==> config.mk <==
export PLATFORM = sky130hd
export DESIGN_NAME = uart_rx_ctrl_flat
export DESIGN_NICKNAME = d
export VERILOG_FILES = /design/src/rtl/uart_rx_ctrl_if.sv /design/src/rtl/uart_rx_ctrl.sv /design/src/flat_wrapper.sv
export SDC_FILE = /design/constraint.sdc
export NUM_CORES = 1
export LEC_CHECK = 0
export BUFFER_PORTS_ARGS = -buffer_cell sky130_fd_sc_hd__buf_2
export CAP_MARGIN = 20
export CORE_MARGIN = 5
export CORE_UTILIZATION = 40
export CTS_BUF_LIST = sky130_fd_sc_hd__clkbuf_16
export DETAILED_ROUTE_END_ITERATION = 8
export SYNTH_ARGS = -nofsm -noshare
export SYNTH_HDL_FRONTEND = slang
export SYNTH_SLANG_ARGS = --single-unit
==> constraint.sdc <==
create_clock -name clk -period 5.2 [get_ports clk]
set_clock_uncertainty 0.2 [all_clocks]
set_input_delay 0.26 -clock clk [delete_from_list [all_inputs] [get_ports clk]]
set_output_delay 0.26 -clock clk [all_outputs]
set_load 0.005 [all_outputs]
==> src/rtl/uart_rx_ctrl_if.sv <==
// Host read port of the UART receive controller: show-ahead FIFO head plus occupancy.
interface uart_rx_ctrl_if #(
   parameter int ADDR_W = 3
);
   logic [7:0]      rd_data;
   logic            rd_valid;
   logic            rd_ready;
   logic [ADDR_W:0] fifo_count;

   modport master (output rd_data, output rd_valid, output fifo_count, input rd_ready);
   modport slave  (input rd_data, input rd_valid, input fifo_count, output rd_ready);
endinterface

==> src/rtl/uart_rx_ctrl.sv <==
// UART receive controller: sequences receiver enable/baud, buffers clean bytes in a
// show-ahead FIFO, counts framing/parity errors and flags idle gaps on the line.
//
// state    | meaning
// ---------+--------------------------------------------------------------
// S_OFF    | receiver disabled, waiting for cfg_en
// S_ARM    | two-cycle settle with Rx_EN low (power-up or after baud change)
// S_ACTIVE | receiver enabled, bytes accepted, deferred baud change pending
module uart_rx_ctrl #(
   parameter int         FIFO_DEPTH  = 8,
   parameter int         ADDR_W      = 3,
   parameter int         IDLE_CYCLES = 4480,
   parameter logic [2:0] RST_BAUD    = 3'b111
) (
   input  logic         clk,
   input  logic         rst,
   input  logic         cfg_en,
   input  logic         cfg_wr,
   input  logic [2:0]   cfg_baud,
   input  logic         err_clr,
   input  logic [7:0]   Rx_DATA,
   input  logic         Rx_VALID,
   input  logic         Rx_FERROR,
   input  logic         Rx_PERROR,
   output logic         Rx_EN,
   output logic [2:0]   baud_select,
   output logic         overflow,
   output logic [7:0]   ferr_cnt,
   output logic [7:0]   perr_cnt,
   output logic         idle_flag,
   uart_rx_ctrl_if.master rd_if
);

   localparam int                IDLE_W   = $clog2(IDLE_CYCLES + 1);
   localparam logic [IDLE_W-1:0] IDLE_MAX = IDLE_W'(IDLE_CYCLES);
   localparam logic [ADDR_W:0]   FULL     = (ADDR_W+1)'(FIFO_DEPTH);

   typedef enum logic [1:0] {S_OFF, S_ARM, S_ACTIVE} state_t;

   state_t            state_q, state_d;
   logic              arm_cnt_q, arm_cnt_d;
   logic              rx_en_q, rx_en_d;
   logic              arm_entry, reconf, active, line_idle;
   logic [2:0]        baud_q, baud_d, pend_baud_q, pend_baud_d;
   logic              pend_q, pend_d;
   logic [IDLE_W-1:0] idle_cnt_q, idle_cnt_d;
   logic              seen_q, seen_d, idle_flag_q, idle_flag_d;
   logic [7:0]        ferr_q, ferr_d, perr_q, perr_d;
   logic              overflow_q, overflow_d;
   logic [7:0]        mem_q [FIFO_DEPTH];
   logic [7:0]        mem_d [FIFO_DEPTH];
   logic [ADDR_W-1:0] wr_ptr_q, wr_ptr_d, rd_ptr_q, rd_ptr_d;
   logic [ADDR_W:0]   count_q, count_d;
   logic [7:0]        rd_data_q, rd_data_d;
   logic              rx_acc, push, pop, full, wr_en, drop, rd_valid_i;

   assign line_idle = (idle_cnt_q == IDLE_MAX);

   // State register
   always_ff @(posedge clk) begin
      if (!rst) state_q <= S_OFF;
      else      state_q <= state_d;
   end

   // Next-state logic; dropping cfg_en overrides everything
   always_comb begin
      state_d = state_q;
      case (state_q)
         S_OFF:    if (cfg_en) state_d = S_ARM;
         S_ARM:    if (arm_cnt_q == 1'b0) state_d = S_ACTIVE;
         S_ACTIVE: if (pend_q && line_idle) state_d = S_ARM;
         default:  state_d = S_OFF;
      endcase
      if (!cfg_en) state_d = S_OFF;
   end

   // FSM outputs: registered Rx_EN, ARM down-counter, transition strobes
   always_comb begin
      active    = (state_q == S_ACTIVE);
      arm_entry = (state_d == S_ARM) && (state_q != S_ARM);
      reconf    = (state_q == S_ACTIVE) && (state_d == S_ARM);
      rx_en_d   = (state_d == S_ACTIVE);
      arm_cnt_d = arm_cnt_q;
      if (arm_entry)                                 arm_cnt_d = 1'b1;
      else if (state_q == S_ARM && arm_cnt_q != 1'b0) arm_cnt_d = arm_cnt_q - 1'b1;
   end

   // Datapath: baud/pending reconfig, idle timer, error counters, FIFO
   always_comb begin
      rx_acc     = active && Rx_VALID;
      push       = rx_acc && !(Rx_FERROR || Rx_PERROR);
      rd_valid_i = (count_q != '0);
      pop        = rd_valid_i && rd_if.rd_ready;
      full       = (count_q == FULL);
      wr_en      = push && (!full || pop);
      drop       = push && full && !pop;

      baud_d      = baud_q;
      pend_d      = pend_q;
      pend_baud_d = pend_baud_q;
      if (reconf) begin
         baud_d = pend_baud_q;
         pend_d = 1'b0;
      end
      if (cfg_wr) begin
         if (active) begin
            pend_d      = 1'b1;
            pend_baud_d = cfg_baud;
         end else begin
            baud_d = cfg_baud;
         end
      end
      if (state_d == S_OFF) pend_d = 1'b0;

      idle_cnt_d = idle_cnt_q;
      if (arm_entry || Rx_VALID)           idle_cnt_d = '0;
      else if (active && !line_idle)       idle_cnt_d = idle_cnt_q + 1'b1;
      idle_flag_d = (idle_cnt_d == IDLE_MAX) && !line_idle && seen_q;
      seen_d = seen_q;
      if (rx_acc)                  seen_d = 1'b1;
      if (idle_flag_d || arm_entry) seen_d = 1'b0;

      // Clear applies first so a same-cycle event still counts
      ferr_d = err_clr ? 8'd0 : ferr_q;
      if (rx_acc && Rx_FERROR && ferr_d != 8'hFF) ferr_d = ferr_d + 8'd1;
      perr_d = err_clr ? 8'd0 : perr_q;
      if (rx_acc && Rx_PERROR && perr_d != 8'hFF) perr_d = perr_d + 8'd1;
      overflow_d = err_clr ? 1'b0 : overflow_q;
      if (drop) overflow_d = 1'b1;

      mem_d = mem_q;
      if (wr_en) mem_d[wr_ptr_q] = Rx_DATA;
      wr_ptr_d = wr_ptr_q;
      rd_ptr_d = rd_ptr_q;
      if (wr_en) wr_ptr_d = wr_ptr_q + 1'b1;
      if (pop)   rd_ptr_d = rd_ptr_q + 1'b1;
      case ({wr_en, pop})
         2'b10:   count_d = count_q + 1'b1;
         2'b01:   count_d = count_q - 1'b1;
         default: count_d = count_q;
      endcase
      // Registered head; bypass the incoming byte when it becomes the new head
      rd_data_d = rd_data_q;
      if (count_d != '0)
         rd_data_d = (wr_en && rd_ptr_d == wr_ptr_q) ? Rx_DATA : mem_q[rd_ptr_d];
   end

   // Datapath and output registers
   always_ff @(posedge clk) begin
      mem_q <= mem_d;
      if (!rst) begin
         arm_cnt_q   <= 1'b0;
         rx_en_q     <= 1'b0;
         baud_q      <= RST_BAUD;
         pend_q      <= 1'b0;
         pend_baud_q <= RST_BAUD;
         idle_cnt_q  <= '0;
         seen_q      <= 1'b0;
         idle_flag_q <= 1'b0;
         ferr_q      <= 8'd0;
         perr_q      <= 8'd0;
         overflow_q  <= 1'b0;
         wr_ptr_q    <= '0;
         rd_ptr_q    <= '0;
         count_q     <= '0;
         rd_data_q   <= 8'd0;
      end else begin
         arm_cnt_q   <= arm_cnt_d;
         rx_en_q     <= rx_en_d;
         baud_q      <= baud_d;
         pend_q      <= pend_d;
         pend_baud_q <= pend_baud_d;
         idle_cnt_q  <= idle_cnt_d;
         seen_q      <= seen_d;
         idle_flag_q <= idle_flag_d;
         ferr_q      <= ferr_d;
         perr_q      <= perr_d;
         overflow_q  <= overflow_d;
         wr_ptr_q    <= wr_ptr_d;
         rd_ptr_q    <= rd_ptr_d;
         count_q     <= count_d;
         rd_data_q   <= rd_data_d;
      end
   end

   assign Rx_EN            = rx_en_q;
   assign baud_select      = baud_q;
   assign overflow         = overflow_q;
   assign ferr_cnt         = ferr_q;
   assign perr_cnt         = perr_q;
   assign idle_flag        = idle_flag_q;
   assign rd_if.rd_data    = rd_data_q;
   assign rd_if.rd_valid   = rd_valid_i;
   assign rd_if.fifo_count = count_q;

endmodule
==> src/flat_wrapper.sv <==
// flat-port wrapper written by rule: the top's interface ports become plain ports
module uart_rx_ctrl_flat 
#(
   parameter int         FIFO_DEPTH  = 8,
   parameter int         ADDR_W      = 3,
   parameter int         IDLE_CYCLES = 4480,
   parameter logic [2:0] RST_BAUD    = 3'b111
)
  (clk, rst, cfg_en, cfg_wr, cfg_baud, err_clr, Rx_DATA, Rx_VALID, Rx_FERROR, Rx_PERROR, Rx_EN, baud_select, overflow, ferr_cnt, perr_cnt, idle_flag, rd_if_rd_data, rd_if_rd_valid, rd_if_fifo_count, rd_if_rd_ready);
  uart_rx_ctrl_if #(.ADDR_W(ADDR_W)) rd_if_i ();
  input  logic clk;
  input  logic rst;
  input  logic cfg_en;
  input  logic cfg_wr;
  input  logic [2:0] cfg_baud;
  input  logic err_clr;
  input  logic [7:0] Rx_DATA;
  input  logic Rx_VALID;
  input  logic Rx_FERROR;
  input  logic Rx_PERROR;
  output logic Rx_EN;
  output logic [2:0] baud_select;
  output logic overflow;
  output logic [7:0] ferr_cnt;
  output logic [7:0] perr_cnt;
  output logic idle_flag;
  output wire logic [$bits(rd_if_i.rd_data)-1:0] rd_if_rd_data;
  output wire logic [$bits(rd_if_i.rd_valid)-1:0] rd_if_rd_valid;
  output wire logic [$bits(rd_if_i.fifo_count)-1:0] rd_if_fifo_count;
  input wire logic [$bits(rd_if_i.rd_ready)-1:0] rd_if_rd_ready;
  assign rd_if_rd_data = rd_if_i.rd_data;
  assign rd_if_rd_valid = rd_if_i.rd_valid;
  assign rd_if_fifo_count = rd_if_i.fifo_count;
  assign rd_if_i.rd_ready = rd_if_rd_ready;
  uart_rx_ctrl #(.FIFO_DEPTH(FIFO_DEPTH), .ADDR_W(ADDR_W), .IDLE_CYCLES(IDLE_CYCLES), .RST_BAUD(RST_BAUD)) u_core (.clk(clk), .rst(rst), .cfg_en(cfg_en), .cfg_wr(cfg_wr), .cfg_baud(cfg_baud), .err_clr(err_clr), .Rx_DATA(Rx_DATA), .Rx_VALID(Rx_VALID), .Rx_FERROR(Rx_FERROR), .Rx_PERROR(Rx_PERROR), .Rx_EN(Rx_EN), .baud_select(baud_select), .overflow(overflow), .ferr_cnt(ferr_cnt), .perr_cnt(perr_cnt), .idle_flag(idle_flag), .rd_if(rd_if_i));
endmodule
==> flow_summary.toml <==
[run_status]
outcome = "finished clean"

[placement]
place_hpwl_mm = 9.973
portBuffers = 54
place_ws_ps = 831.4
gp_congestion = 0.8404

[pwr]
ir_drop_mv = 0.2450
p_per_area_nw_per_um2 = 408.4
leakage_nw = 2.527

[sta]
slew_viol_final = 0
setup_tns_ps = 0
hold_viol = 0
fmax_ghz = 0.2294
finalCritPeriodShare_pct = 83.82
setup_viol = 0
grt_setup_unrepaired = "false"
setup_ws_ps = 841.3
worstMarginPinSlew_ps = 1151
period_needed_ps = 4359
timing.slew.headroom_pct = 22.72

[global_route]
grt_pass1_wl_mm = 25.10
met3_usage_pct = 5.201
busiest_layer = "met2"
grt_util_met2_pct = 30.54
overflow = 0
grt_max_degree = 36
grt_pass1_vias = 4850
antenna_found_initial = 0
gr-usage-all-layers_pct = 17.97
use_met1_pct = 21.99

[die]
die-area_um2 = 17560
ios = 55
core_um2 = 14640
row_count = 44
die_w_um = 132.5
start_util_pct = 41.00
die_h_um = 132.5

[synth]
ys_warn_count = 0
synthTopCellsByCount = "edfxtp_1 (64), dfxtp_1 (61), o221ai_1 (56), nor2_1 (50), nand2_1 (38)"
synth_top_area_cell = "edfxtp_1"
syn_nets = 575
synth_seq_area_share_pct = 52.34
yosysMostFrequentCell = "edfxtp_1"
synthArstFlopShare_pct = 0
synth_edf_count = 64
syn_inst = 545
syn-cell-area_um2 = 6005
yosys-top-cells-area = "edfxtp_1 (32%), dfxtp_1 (20%), o221ai_1 (8.2%), a221o_1 (3.5%), xnor2_1 (3.2%)"
yosysTopAreaCellShare_pct = 32.01
yosys_register_bits = 125
yosysUniqueCellTypes = 59
avgSynthCellArea_um2 = 11.02
ys.flop_type = "edfxtp_1"

[cts]
cts_tree = "yes"
htreeDepth = 4
clockBufferDepth = 2
cts.sinks = 125
post_cts.repair.setup_buffers = 0
clock_latency_ps = 420
hold_buffers = 19
clk_pin_slew_ps = 50
root_buffer = "clkbuf_16"
cts_made_buffers = 17
ctsResizeCount = 0

[route]
post-route-drc-count = 0
drtIter0Drc = 341
vias_per_cell = 5.831
wl_per_cell_um = 18.99
wirelength_mm = 15.27
drt-pass1-iter-count = 5
dr_total_vias = 4688
drtAntennaViolNets = 0

[critical_path]
crit_type = "reg2reg"
setup.worst_path.end_class = "register"
required_ps = 5360
cpLargestDelayFamily = "simple AND/OR/NAND/NOR gates"
cpMostUsedCell = "ha_1"
critPathMaxStageDelay_ps = 680
cp_data_arrival_time_ps = 4510
path_cells = "nor2_1 -> nor4bb_1 -> nor4_4 -> inv_1 -> ha_1 -> ha_1 -> a21oi_1 -> nand4b_1 -> and3_1 -> or2_2 -> nor3_1 -> a221o_1"
path_max_fanout = 7
slowest_stage = "nor3_1"
path_buf_inv = 1
cp-start-kind = "register"

[final_layout]
diodes = 0
multi_input_area_um2 = 2666
nets = 637
final_layout_size_suffix_gt1_share_pct = 17.90
synthToLayoutAreaGrowth_pct = 20.61
nFillCells = 1332
ff_latch_area_um2 = 3143

[run]
cap_violations = 0

[min_path]
hold_path_class = "in2reg"
-- routing by layer --
metal | up-vias | wire [µm]
met5 | - | 0
met4 | 0 | 223
met3 | 18 | 741
met2 | 121 | 7703
met1 | 2312 | 6598
li1 | 2237 | -
-- worst register-to-register path, stage by stage (launching register included) --
cell      delay (ps)
dfxtp_1          380
nor2_1           200
nor4bb_1         670
nor4_4           130
inv_1            300
ha_1             310
ha_1             300
a21oi_1          200
nand4b_1         140
and3_1           210
or2_2            310
nor3_1           680
a221o_1          280
-- stage by stage --
step	util [%]	total power, mW	hold slack, ps	std cells	area (µm²)
4_1_cts	49.27	2.965	9.578	803	7214
2_1_floorplan	-	1.567	158.9	545	6005
6_report	49.45	2.958	32.07	804	7242
3_3_place_gp	43.82	1.721	254.6	752	6417
3_5_place_dp	43.82	1.739	258.2	752	6417
5_1_grt	49.45	3.106	24.29	804	7242
-- placed cells by master (no fill, tap or decap), types with 3 or more instances in the layout --
cell           count
buf_4              5
inv_1             19
o221ai_1          56
nand2b_1           7
mux2i_1            6
or2_2              4
a31oi_1            8
and2_1             5
nor3_1             9
nor3b_2            3
nand4_1            7
clkinv_2           3
clkinvlp_4         3
nor2b_1           11
clkbuf_16         17
o21ai_0            4
nand2_1           38
mux4_2             4
nor2_1            50
bufinv_16          4
a21oi_1           12
buf_2             54
xnor2_1           22
ha_1               9
xor2_1            16
a22oi_1            3
and3_1             4
nor4_1             5
a221o_1           21
edfxtp_1          64
nor3_2             3
a2111oi_0          7
dfxtp_1           61
dlygate4sd3_1     19
nand3_1           19
-- report_power, final --
group / internal, mW / switching [mW] / leakage (nW) / total [mW]
clock network: 0.791 / 0.418 / 0.296 / 1.21
registers: 1.07 / 0.0351 / 1.07 / 1.11
logic: 0.276 / 0.365 / 1.16 / 0.641
-- worst paths after layout --
kind                                               from                                   end  slack (ps)  cells past startpoint
setup / recovery  u_core.rd_if.fifo_count[0]$_SDFF_PN0_  u_core.rd_if.rd_data[0]$_SDFFE_PN0P_         840                     12
hold reg to reg              u_core.seen_q$_SDFFE_PP0P_            u_core.seen_q$_SDFFE_PP0P_         270                      2
hold / removal                                Rx_PERROR       u_core.wr_ptr_q[1]$_SDFFE_PN0P_          30                      4
setup reg to reg  u_core.rd_if.fifo_count[0]$_SDFF_PN0_  u_core.rd_if.rd_data[0]$_SDFFE_PN0P_         840                     12
-- sequential cells by signal, summed over array words and instances (netlist names), 2 cells and up --
signal,count
u_core.baud_select,3
u_core.ferr_cnt,8
u_core.idle_cnt_q,13
u_core.mem_q,64
u_core.pend_baud_q,3
u_core.perr_cnt,8
u_core.rd_if.fifo_count,4
u_core.rd_if.rd_data,8
u_core.rd_ptr_q,3
u_core.state_q,2
u_core.wr_ptr_q,3
-- layout make-up --
type | count | area share [%]
clock inverter | 15 | 2.505
inverter | 18 | 0.9675
tap | 184 | 3.179
timing repair buffer | 79 | 7.256
multi-input combinational | 366 | 36.82
clock buffer | 17 | 5.874
sequential | 125 | 43.40
-- kinds of logic (layout without fill, tap and decap cells) --
logic type	count (synthesis)	after routing	synth area share, %
and+or+nand+nor	183	183	15.84
buffers and inverters	54	129	4.042
muxes	11	11	2.688
DFF	125	125	52.34
adders and majority gates	10	10	2.209
xor gates and xnor gates	38	38	5.543
AOI/OAI and AO/OA	124	124	17.34
Power figures use the tool's default switching activity.
